===== config.mk =====
export PLATFORM = sky130hd
export DESIGN_NAME = fpmult_mant_arbiter
export DESIGN_NICKNAME = d
export VERILOG_FILES = /design/src/rtl/fpmult_pkg.sv /design/src/rtl/fpmult_rr_pick.sv /design/src/rtl/fpmult_mant_arbiter.sv
export SDC_FILE = /design/constraint.sdc
export NUM_CORES = 1
export LEC_CHECK = 0
export CORE_MARGIN = 2
export CORE_UTILIZATION = 33
export CTS_CLUSTER_DIAMETER = 50
export DETAILED_ROUTE_END_ITERATION = 12
export PLACE_DENSITY_LB_ADDON = 0.05
export SLEW_MARGIN = 20
export SYNTH_ARGS = -nofsm -noshare
export SYNTH_HDL_FRONTEND = slang
export SYNTH_SLANG_ARGS = --single-unit
export TNS_END_PERCENT = 5

===== constraint.sdc =====
create_clock -name clk -period 2.5 [get_ports clk]
set_clock_uncertainty 0.15 [all_clocks]
set_input_delay 0.75 -clock clk [delete_from_list [all_inputs] [get_ports clk]]
set_output_delay 0.75 -clock clk [all_outputs]
set_load 0.01 [all_outputs]

===== src/rtl/fpmult_pkg.sv =====
// Shared types for the FP-multiply mantissa-sharing logic.
// Tag IDs are sized for the largest supported requester count (4).
package fpmult_pkg;

    localparam int MW_DEF = 24;
    localparam int ID_W   = 2;

    function automatic int req_id_w(input int n);
        return (n <= 2) ? 1 : $clog2(n);
    endfunction

    typedef struct packed {
        logic            v;
        logic [ID_W-1:0] id;
    } tag_t;

endpackage


===== src/rtl/fpmult_rr_pick.sv =====
// Rotating-priority picker: one-hot grant to the first requester above ptr_i (mod NREQ).
// Purely combinational.
module fpmult_rr_pick
    import fpmult_pkg::*;
#(
    parameter int NREQ = 2
) (
    input  logic [NREQ-1:0] req_i,
    input  logic [ID_W-1:0] ptr_i,
    output logic [NREQ-1:0] gnt_o
);

    logic found;

    always_comb begin
        gnt_o = '0;
        found = 1'b0;
        // Offset k=1 is the requester just after the last winner; k=NREQ revisits the winner.
        for (int k = 1; k <= NREQ; k++) begin
            for (int i = 0; i < NREQ; i++) begin
                if (!found && req_i[i] && (i == ((int'(ptr_i) + k) % NREQ))) begin
                    gnt_o[i] = 1'b1;
                    found    = 1'b1;
                end
            end
        end
    end

endmodule


===== src/rtl/fpmult_mant_arbiter.sv =====
// Round-robin scheduler sharing one pipelined mantissa multiplier between NREQ front ends;
// requester IDs ride a tag pipe in lockstep with the core and steer products back.
module fpmult_mant_arbiter
    import fpmult_pkg::*;
#(
    parameter int NREQ = 2,
    parameter int MW   = MW_DEF,
    parameter int LAT  = 3
) (
    input  logic               clk,
    input  logic               rst,
    input  logic               hold,
    input  logic [NREQ-1:0]    req_valid,
    output logic [NREQ-1:0]    req_ready,
    input  logic [NREQ*MW-1:0] req_ma,
    input  logic [NREQ*MW-1:0] req_mb,
    output logic [MW-1:0]      mul_ma,
    output logic [MW-1:0]      mul_mb,
    output logic               mul_en,
    input  logic [2*MW-1:0]    mul_mp,
    output logic [NREQ-1:0]    rsp_valid,
    output logic [2*MW-1:0]    rsp_mp,
    output logic               busy
);

    // Stage 0 shadows the operand register; the remaining LAT stages shadow the core.
    localparam int NST = LAT + 1;

    logic [ID_W-1:0] ptr_q, ptr_d;
    logic [MW-1:0]   ma_q, ma_d, mb_q, mb_d;
    logic [NREQ-1:0] pick;
    logic [NREQ-1:0] hs;
    tag_t            tag_d;
    tag_t            tag_q [NST];

    fpmult_rr_pick #(.NREQ(NREQ)) u_pick (
        .req_i (req_valid),
        .ptr_i (ptr_q),
        .gnt_o (pick)
    );

    assign req_ready = hold ? '0 : pick;
    assign hs        = req_valid & req_ready;
    assign mul_en    = ~hold;
    assign mul_ma    = ma_q;
    assign mul_mb    = mb_q;
    assign rsp_mp    = mul_mp;

    always_comb begin
        tag_d = '0;
        ptr_d = ptr_q;
        ma_d  = ma_q;
        mb_d  = mb_q;
        for (int i = 0; i < NREQ; i++) begin
            if (hs[i]) begin
                tag_d.v  = 1'b1;
                tag_d.id = ID_W'(i);
                ptr_d    = ID_W'(i);
                ma_d     = req_ma[i*MW +: MW];
                mb_d     = req_mb[i*MW +: MW];
            end
        end
    end

    always_ff @(posedge clk or posedge rst) begin
        if (rst) begin
            for (int s = 0; s < NST; s++) begin
                tag_q[s] <= '0;
            end
            ptr_q <= ID_W'(NREQ - 1);
            ma_q  <= '0;
            mb_q  <= '0;
        end else if (!hold) begin
            tag_q[0] <= tag_d;
            for (int s = 1; s < NST; s++) begin
                tag_q[s] <= tag_q[s-1];
            end
            ptr_q <= ptr_d;
            ma_q  <= ma_d;
            mb_q  <= mb_d;
        end
    end

    always_comb begin
        rsp_valid = '0;
        busy      = 1'b0;
        for (int s = 0; s < NST; s++) begin
            busy = busy | tag_q[s].v;
        end
        for (int i = 0; i < NREQ; i++) begin
            if (tag_q[NST-1].v && !hold && (tag_q[NST-1].id == ID_W'(i))) begin
                rsp_valid[i] = 1'b1;
            end
        end
    end

endmodule


==> results.ini <==
[outcome]
outcome = completed

[power_and_ir_drop]
total_leakage_power_uw = 0.001818
max_ir_drop_vdd_uv = 220.4
power-per-cell-area_nw_per_um2 = 602.2
total_power_uw = 2787

[place]
place_worst_setup_slack_ns = -0.6021
place_inst = 557
placed_area_um2 = 4459
total_of_buffers_placed_on_input_and_output_ports = 154
place.detailed.hpwl_um = 6705
globalplace.congestion = 0.7160

[worst_setup_path]
worst-endpoint-required_ns = 1.60
cp_slowest_cell = sky130_fd_sc_hd__or4_1
critical_path.endpoint_type = primary output
worstPathMaxFanout = 4
critical_path.cell_chain = or4_1 > dlygate4sd2_1
critical_path.top_delay_family = simple AND/OR/NAND/NOR gates
critPathLaunchType = flip-flop
critical-path-max-stage-delay_ns = 0.52
cp.arrival_ns = 1.55
criticalPathCategory = reg -> out
critical_path.n_buffers_inverters = 1

[grt]
grt_first_pass_wirelength_um = 14690
number_of_antenna_violations_at_the_first_check_in_global_routing = 1
gr-total-overflow = 0
maximum_number_of_pins_on_one_net_before_global_route_repair = 50
grt_use_total_pct = 18.69
grt_pass1_vias = 2843

[sta]
report.final.hold_viol_count = 0
max_slew.worst_pin.slew_ns = 0.4986
slew_violations = 0
max-slew-margin-rel_pct = 66.76
fmax_mhz = 407.8
finalCritPeriodShare_pct = 98.09
rsz0062_at_grt = false
post-route-min-period_ns = 2.452
worst_hold_slack_ns = 0.3285
layout_setup_ws_ns = 0.04767
setup_violations = 0

[detailed_routing]
route.vias.total = 2940
wl_per_cell_um = 16.61
drt_wl_total_um = 9500
ant_nets = 0
detailedRoute.firstIterationViolations = 79
post_route_drc = 0
first_pass_iters = 4
drt-vias-per-instance = 5.140

[clock_network]
cts_htree_levels = 3
cts_sinks = 57
clk_pin_slew_worst_setup_hold_paths_ns = 0.06
clock_tree_from_tritoncts = yes
cts_root_buf = sky130_fd_sc_hd__clkbuf_8
clock_latency_on_the_worst_skew_pair_ns = 0.32
tritoncts.num_buffers = 9
clockBufferDepth = 2

[floorplan]
floorplan.core_area_um2 = 9196
floorplan.initialDensity_pct = 33.73
placement_rows = 35
fp.dieArea_um2 = 10190
die_outline_width_um = 101.0
top_level_ports = 251
die_h_um = 101.0

[yosys]
syn_avg_cell_area_um2 = 8.787
yosys.area.top_type_share_pct = 45.18
yosysUniqueCellTypes = 24
main_combinational_cell_family_by_area_after_synthesis = compound AO/OA/AOI/OAI gates
syn-cell-area_um2 = 3102
synth_fp_nets = 502
netlist_instances = 353
sequential_share_of_the_synthesized_area_pct = 46.03
compound_cell_area_share_of_the_yosys_netlist_pct = 18.56
multiplexer_area_fraction_after_synthesis_pct = 2.178
yosysWarningCount = 0
synthXorXnorAreaFrac_pct = 0
synth-adder-area-share_pct = 0
area_fraction_in_and_or_nand_and_nor_cells_after_synthesis_pct = 15.53
synthTopCellsByArea = sky130_fd_sc_hd__dfrtp_1 (45%), sky130_fd_sc_hd__buf_4 (13%), sky130_fd_sc_hd__a31oi_1 (9.7%)
synth-seq-cells = 57
synth.largest_area_cell = sky130_fd_sc_hd__dfrtp_1

[layout]
multiInputGateArea_um2 = 1137
mostFrequentLayoutCell = sky130_fd_sc_hd__clkdlybuf4s50_1
finalNonFillerCells = 572
seq_area_um2 = 1428
num-nets-final = 606
drive_above_1_share_pct = 10.43
layout-area-overhead-vs-synth_pct = 49.21
fill_cells = 894
stdcell_area_um2 = 4628
layout_common_cells = sky130_fd_sc_hd__clkdlybuf4s50_1 (145), sky130_fd_sc_hd__dfrtp_1 (56)

[flow_run]
maxCapViolCount = 0

[worst_hold_path]
hp-class = reg -> reg

[kinds of logic (layout without fill, tap and decap cells)]
family | Yosys count | in the layout
other | 0 | 1
multiplexers | 6 | 6
AND/OR/NAND/NOR | 106 | 106
flip-flops | 57 | 57
buffers and inverters | 83 | 190
AO/OA/AOI/OAI | 101 | 101
[cell usage after synthesis (all sizes together)]
cell / instances
or4: 1
a21o: 2
and3: 1
nand2: 2
buf: 71
nor3b: 1
o21ai: 49
dfrtp: 56
o21ba: 1
and2b: 1
dfstp: 1
a31oi: 48
nor2: 49
a21oi: 1
and2: 1
inv: 3
nand3: 48
nand2b: 2
clkbuf: 9
mux2: 6
[registers in the layout (all words and copies together), names as in the netlist]
signal  count
tag_q       8
ptr_q       1
mul_mb     24
mul_ma     24
[layout make-up]
class                      count  share of cell area, %
inverter                       3                 0.2433
sequential                    57                  30.85
clock inverter                 4                 0.9732
tap                          111                  3.001
clock buffer                  10                  2.974
multi-input combinational    213                  24.57
timing repair buffer         173                  37.33
antenna                        1                0.05407
[per-stage QoR]
| stage | util [%] | TNS, ns |
|---|---|---|
| after floorplan | - | 0 |
| after global placement | 48.49 | -3.151 |
| after detailed placement | 48.49 | -3.793 |
| after CTS | 50.37 | -0.02190 |
| after global routing | 50.30 | 0 |
| final | 50.33 | 0 |
[final timing paths]
path,start,to,slack [ns],cells after the start
hold / removal,tag_q[9],tag_q[9],0.33,1
min in group asynchronous,rst,mul_mb[14],0.62,3
max in group asynchronous,rst,mul_ma[23],1.13,3
setup reg to reg,ptr_q[0],mul_ma[23],0.79,4
setup / recovery,tag_q[2],busy,0.05,2
hold reg to reg,tag_q[9],tag_q[9],0.33,1
[layer usage]
layer | track usage, % | part of all wire (%) | vias to the layer above
li1 | - | - | 1402
met1 | 22.99 | 43 | 1389
met2 | 29.54 | 46 | 124
met3 | 6.033 | 8.5 | 25
met4 | 9.148 | 2.9 | 0
met5 | 0 | 0 | -
[where the power goes]
part | switching, µW | total (µW) | internal [µW]
clock | 351 | 822 | 471
sequential | 77.6 | 1140 | 1060
combinational | 354 | 827 | 474
[repair_timing]
action,in CTS,in global routing
hold buffers,0,0
buffers inserted,0,0
pin swaps,0,1
endpoints found under the setup margin,6,1
gates resized for setup,15,1
cloned,0,0
Power figures use the tool's default switching activity.
